[config.mk]
export PLATFORM = sky130hd
export DESIGN_NAME = vga_timing_gen
export DESIGN_NICKNAME = d
export VERILOG_FILES = /design/src/rtl/vga_pkg.sv /design/src/rtl/vga_timing_gen_delay_line.sv /design/src/rtl/vga_timing_gen.sv
export SDC_FILE = /design/constraint.sdc
export NUM_CORES = 1
export LEC_CHECK = 0
export CAP_MARGIN = 10
export CORE_UTILIZATION = 68
export CTS_CLUSTER_DIAMETER = 200
export DETAILED_ROUTE_END_ITERATION = 8
export DONT_BUFFER_PORTS = 1
export GPL_TIMING_DRIVEN = 0
export PLACE_DENSITY = 0.84
export SYNTH_ARGS = -nofsm -noshare
export SYNTH_HDL_FRONTEND = slang
export SYNTH_SLANG_ARGS = --single-unit
[constraint.sdc]
create_clock -name clk -period 2.7 [get_ports clk]
set_input_delay 0.675 -clock clk [delete_from_list [all_inputs] [get_ports clk]]
set_output_delay 0.675 -clock clk [all_outputs]
set_load 0.02 [all_outputs]
[src/rtl/vga_pkg.sv]
// rtl/vga_pkg.sv - 640x480@60 raster timing constants and shared helpers
package vga_pkg;

    localparam int COORD_W = 16;

    localparam int VGA_H_ACTIVE = 640;
    localparam int VGA_H_FP     = 16;
    localparam int VGA_H_SYNC   = 96;
    localparam int VGA_H_BP     = 48;
    localparam int VGA_V_ACTIVE = 480;
    localparam int VGA_V_FP     = 10;
    localparam int VGA_V_SYNC   = 2;
    localparam int VGA_V_BP     = 33;

    localparam int VGA_H_TOTAL = VGA_H_ACTIVE + VGA_H_FP + VGA_H_SYNC + VGA_H_BP;
    localparam int VGA_V_TOTAL = VGA_V_ACTIVE + VGA_V_FP + VGA_V_SYNC + VGA_V_BP;

    localparam int VGA_H_SYNC_START = VGA_H_ACTIVE + VGA_H_FP;
    localparam int VGA_H_SYNC_END   = VGA_H_SYNC_START + VGA_H_SYNC;
    localparam int VGA_V_SYNC_START = VGA_V_ACTIVE + VGA_V_FP;
    localparam int VGA_V_SYNC_END   = VGA_V_SYNC_START + VGA_V_SYNC;

    // Half-open window test [lo, hi) on a coordinate.
    function automatic logic in_window(input logic [COORD_W-1:0] val,
                                       input logic [COORD_W-1:0] lo,
                                       input logic [COORD_W-1:0] hi);
        return (val >= lo) && (val < hi);
    endfunction

endpackage

[src/rtl/vga_timing_gen_delay_line.sv]
// rtl/vga_timing_gen_delay_line.sv - enabled shift register with async reset value
module vga_delay_line #(
    parameter int WIDTH = 3,
    parameter int DEPTH = 1
) (
    input  logic             clk,
    input  logic             rst_n,
    input  logic             en,
    input  logic [WIDTH-1:0] rst_val,
    input  logic [WIDTH-1:0] din,
    output logic [WIDTH-1:0] dout
);

    generate
        if (DEPTH == 0) begin : g_bypass
            logic unused_bypass;
            assign unused_bypass = &{1'b0, clk, rst_n, en, rst_val};
            assign dout = din;
        end else begin : g_stages
            logic [WIDTH-1:0] stages [DEPTH];

            always_ff @(posedge clk or negedge rst_n) begin
                if (!rst_n) begin
                    for (int i = 0; i < DEPTH; i++) begin
                        stages[i] <= rst_val;
                    end
                end else if (en) begin
                    stages[0] <= din;
                    for (int i = 1; i < DEPTH; i++) begin
                        stages[i] <= stages[i-1];
                    end
                end
            end

            assign dout = stages[DEPTH-1];
        end
    endgenerate

endmodule

[src/rtl/vga_timing_gen.sv]
// rtl/vga_timing_gen.sv - raster counters, sync/strobe generation and registered VGA pin stage
module vga_timing_gen
    import vga_pkg::*;
#(
    parameter int H_ACTIVE = VGA_H_ACTIVE,
    parameter int H_FP     = VGA_H_FP,
    parameter int H_SYNC   = VGA_H_SYNC,
    parameter int H_BP     = VGA_H_BP,
    parameter int V_ACTIVE = VGA_V_ACTIVE,
    parameter int V_FP     = VGA_V_FP,
    parameter int V_SYNC   = VGA_V_SYNC,
    parameter int V_BP     = VGA_V_BP,
    parameter bit SYNC_POL = 1'b0,
    parameter int PIPE_DLY = 1
) (
    input  logic               clk,
    input  logic               rst_n,
    input  logic               en,
    output logic [COORD_W-1:0] x,
    output logic [COORD_W-1:0] y,
    output logic               active,
    output logic               frame_start,
    output logic               line_start,
    input  logic [7:0]         r_in,
    input  logic [7:0]         g_in,
    input  logic [7:0]         b_in,
    output logic               vga_hs,
    output logic               vga_vs,
    output logic               vga_de,
    output logic [7:0]         vga_r,
    output logic [7:0]         vga_g,
    output logic [7:0]         vga_b
);

    localparam int H_TOTAL = H_ACTIVE + H_FP + H_SYNC + H_BP;
    localparam int V_TOTAL = V_ACTIVE + V_FP + V_SYNC + V_BP;

    localparam logic [COORD_W-1:0] H_LAST     = COORD_W'(H_TOTAL - 1);
    localparam logic [COORD_W-1:0] V_LAST     = COORD_W'(V_TOTAL - 1);
    localparam logic [COORD_W-1:0] H_ACT      = COORD_W'(H_ACTIVE);
    localparam logic [COORD_W-1:0] V_ACT      = COORD_W'(V_ACTIVE);
    localparam logic [COORD_W-1:0] H_SS       = COORD_W'(H_ACTIVE + H_FP);
    localparam logic [COORD_W-1:0] H_SE       = COORD_W'(H_ACTIVE + H_FP + H_SYNC);
    localparam logic [COORD_W-1:0] V_SS       = COORD_W'(V_ACTIVE + V_FP);
    localparam logic [COORD_W-1:0] V_SE       = COORD_W'(V_ACTIVE + V_FP + V_SYNC);

    logic [COORD_W-1:0] h_cnt;
    logic [COORD_W-1:0] v_cnt;
    logic               h_wrap;

    assign h_wrap = (h_cnt == H_LAST);

    always_ff @(posedge clk or negedge rst_n) begin
        if (!rst_n) begin
            h_cnt <= '0;
            v_cnt <= '0;
        end else if (en) begin
            if (h_wrap) begin
                h_cnt <= '0;
                v_cnt <= (v_cnt == V_LAST) ? '0 : v_cnt + 1'b1;
            end else begin
                h_cnt <= h_cnt + 1'b1;
            end
        end
    end

    logic hs_raw;
    logic vs_raw;

    // vs only looks at v_cnt, so it can only move when h_cnt wraps to 0.
    assign hs_raw = in_window(h_cnt, H_SS, H_SE) ? SYNC_POL : ~SYNC_POL;
    assign vs_raw = in_window(v_cnt, V_SS, V_SE) ? SYNC_POL : ~SYNC_POL;

    assign x      = h_cnt;
    assign y      = v_cnt;
    assign active = (h_cnt < H_ACT) && (v_cnt < V_ACT);

    // Gated by rst_n so the strobes read low while reset is held.
    assign line_start  = en && rst_n && (h_cnt == '0);
    assign frame_start = line_start && (v_cnt == '0);

    logic [2:0] dly_out;

    vga_delay_line #(
        .WIDTH (3),
        .DEPTH (PIPE_DLY)
    ) u_delay_line (
        .clk     (clk),
        .rst_n   (rst_n),
        .en      (en),
        .rst_val ({~SYNC_POL, ~SYNC_POL, 1'b0}),
        .din     ({hs_raw, vs_raw, active}),
        .dout    (dly_out)
    );

    logic d_hs;
    logic d_vs;
    logic d_act;

    assign {d_hs, d_vs, d_act} = dly_out;

    always_ff @(posedge clk or negedge rst_n) begin
        if (!rst_n) begin
            vga_hs <= ~SYNC_POL;
            vga_vs <= ~SYNC_POL;
            vga_de <= 1'b0;
            vga_r  <= 8'd0;
            vga_g  <= 8'd0;
            vga_b  <= 8'd0;
        end else if (en) begin
            vga_hs <= d_hs;
            vga_vs <= d_vs;
            vga_de <= d_act;
            vga_r  <= d_act ? r_in : 8'd0;
            vga_g  <= d_act ? g_in : 8'd0;
            vga_b  <= d_act ? b_in : 8'd0;
        end
    end

endmodule
==> flow_summary.toml <==
[floorplanning]
fp.dieW_um = 69.9
die_area_mm2 = 0.00488
rows = 24
start_util_pct = 71.5
ios = 89
coreArea_mm2 = 0.00438
die_h_um = 69.9

[synthesis]
synth_cell_type_count = 42
synth.avg_cell_area_um2 = 9.30
synth_nets = 369
async_reset_ff_share_pct = 100
synth_top_area_cell = "dfrtp_1"
synth_flop_cell = "dfrtp_1"
synthMostInstantiatedCell = "dfrtp_1"
yosys_warnings = 0
synth_cells = 337
synth_area_leaders = "dfrtp_1, nand3_1, inv_1, o21ai_0, nand4_1"
synth_commonest_cells = "dfrtp_1, nand3_1, inv_1"
synthesis.area_mm2 = 0.00313
synth_edf_count = 0
ys_ff_latch = 62
yosysSeqAreaShare_pct = 49.7
synth_top_area_share_pct = 46.3

[timing]
worst_pin_slew_ps = 567
max_freq_ghz = 0.348
rsz0062_at_grt = "true"
final-hold-violation-count = 0
setup_ws_ps = -174
finalMaxSlewViolations = 0
clock_skew_ps = 6.44
maxSlewHeadroom_pct = 61.9
period_share_pct = 106
finalSetupTns_ps = -174
finalCriticalPeriod_ps = 2870
setup_viol = 1
holdWs_ps = 20.2

[drt]
drt_iter0_markers = 241
num_vias = 2573
firstDrtPassIters = 5
drt_wl_total_um = 7340
antenna_left = 0
detail_route.wl_per_cell_um = 18.0
drc = 0
routed_via_density = 6.31

[finish]
n_antenna_cell = 0
final_nets = 383
fin_cells = 408
syn2layout_area_growth_pct = 10.6
drive_gt1_share_pct = 14.6

[worst_setup_path]
crit_type = "reg -> out"
cp-end-kind = "output port"
worstReg2RegEnd = "y[0]"
startpoint_type = "flop"
crit_chain = "buf_2 > or4_4 > nor4b_4 > and2_4"
reg2reg_slack_ps = 490
max_stage_delay_ps = 480
cp.arrival_ps = 2200
crit_fanout = 9
path_buf_inv = 1
cpLargestDelayFamily = "simple AND/OR/NAND/NOR gates"
r2r-start = "x[11]"
cp_slowest_cell = "dfrtp_1"
rr_worst_depth = 6
cp.required_ps = 2030

[power]
power_density_mw_per_mm2 = 593
ir_drop_mv = 0.523
power_leakage_nw = 1.53

[clocking]
cts_made_buffers = 9
root_buffer = "clkbuf_8"
htree_levels = 3
clk_pin_slew_ps = 70
cts_sinks = 62
cts_tree = "built"
cts.path.max_buffers = 2
clk_latency_ps = 350
cts_hold_buf = 0

[placed_design]
routabilityCongestion = 0.889
io_buffer_count = 0
pre_cts_ws_ps = -242
dp.cells = 389
hpwl_um = 4850

[global_routing]
grt_usage_pct = 31.5
grt_pass1_wl_um = 11800
grt_antenna_before_repair = 0
grt_max_degree = 64
grt_pass1_vias = 2415
grt_overflow_total = 0

[hold_path]
hp-class = "in -> async"

[job]
drv_cap = 0

[status]
status = "complete, but fails checks"
violations = "setup timing"
state kept, by name (all words and copies together), names as in the netlist:
signal	count
vga_hs	1
vga_vs	1
y	16
vga_g	8
vga_de	1
vga_r	8
u_delay_line.dout	3
vga_b	8
x	16
metrics by stage:
step / power (W) / instance area, µm² / util (%)
floorplan: 0.00124 / 3140 / -
global placement: 0.00128 / 3210 / 73.1
detailed placement: 0.00129 / 3210 / 73.1
CTS: 0.00206 / 3440 / 78.4
global route: 0.00213 / 3470 / 79.1
finish: 0.00206 / 3470 / 79.1
worst max-delay path by stage:
stage / start / end / depth (start not counted)
2_1_floorplan: x[4] / frame_start / 4
3_3_place_gp: x[11] / frame_start / 5
3_5_place_dp: x[11] / frame_start / 5
4_1_cts: x[4] / frame_start / 4
5_1_grt: x[9] / frame_start / 4
6_report: x[9] / frame_start / 4
kinds of logic after synthesis:
logic type,after synthesis,synth area share (%)
buf+inv,65,8.58
compound gates,52,9.42
fa+ha+maj,5,2.00
simple gates,130,23.5
xor+xnor,17,4.75
mux,6,2.08
flops,62,49.7
cells in the final DEF, fill, tap and decap left out, types with 2 or more instances in the layout:
cell type,n
a211oi_1,9
dfrtp_2,3
clkinvlp_4,2
or3_1,4
nand4_1,17
xnor2_1,10
nand4b_1,2
ha_1,5
nand2_1,12
mux2i_1,2
dfrtp_1,55
buf_8,2
clkbuf_8,9
nor4_4,2
o21ai_1,8
clkinv_2,3
buf_2,3
mux2_2,4
or2_2,3
dfstp_2,4
nor4_1,4
or4_4,3
nor2_1,15
buf_1,3
o21ai_0,30
clkbuf_1,12
nor3_1,9
nand3_1,44
xor2_1,7
buf_4,3
buf_6,3
inv_1,43
routing by layer:
metal	vias up	track usage, %	routed length [µm]
li1	1204	-	-
met1	1234	39.3	2960
met2	119	49.5	3670
met3	16	9.09	513
met4	0	17.8	198
met5	-	0	0
power breakdown:
group	switching (W)	internal [W]	leakage, nW
Clock	0.000366	0.000329	0.0820
Sequential	0.000102	0.000968	0.770
Combinational	0.000141	0.000150	0.677
Total	0.000609	0.00145	1.53
worst register-to-register path, cell delays in order, from the launching register on:
cell and delay, ps:
dfrtp_1 470, buf_6 180, or4_4 490, nor4_4 580, buf_6 230, nand3_1 80
o21ai_1 100
cell type report:
type / instances / area [µm²]
Clock inverter: 6 / 38.8
Timing Repair Buffer: 3 / 22.5
Sequential cell: 62 / 1560
Fill cell: 304 / 918
Multi-Input combinational cell: 210 / 1360
Clock buffer: 10 / 128
Inverter: 43 / 161
Tap cell: 52 / 65.1
Buffer: 22 / 131
timing repair:
action                     4_1_cts  5_1_grt
pin swaps                        2        3
gates resized for setup         15        7
hold endpoints to repair         0        0
setup endpoints to repair        3        3
setup buffers                    2        1
No activity file was read; power rests on OpenSTA's default activity.
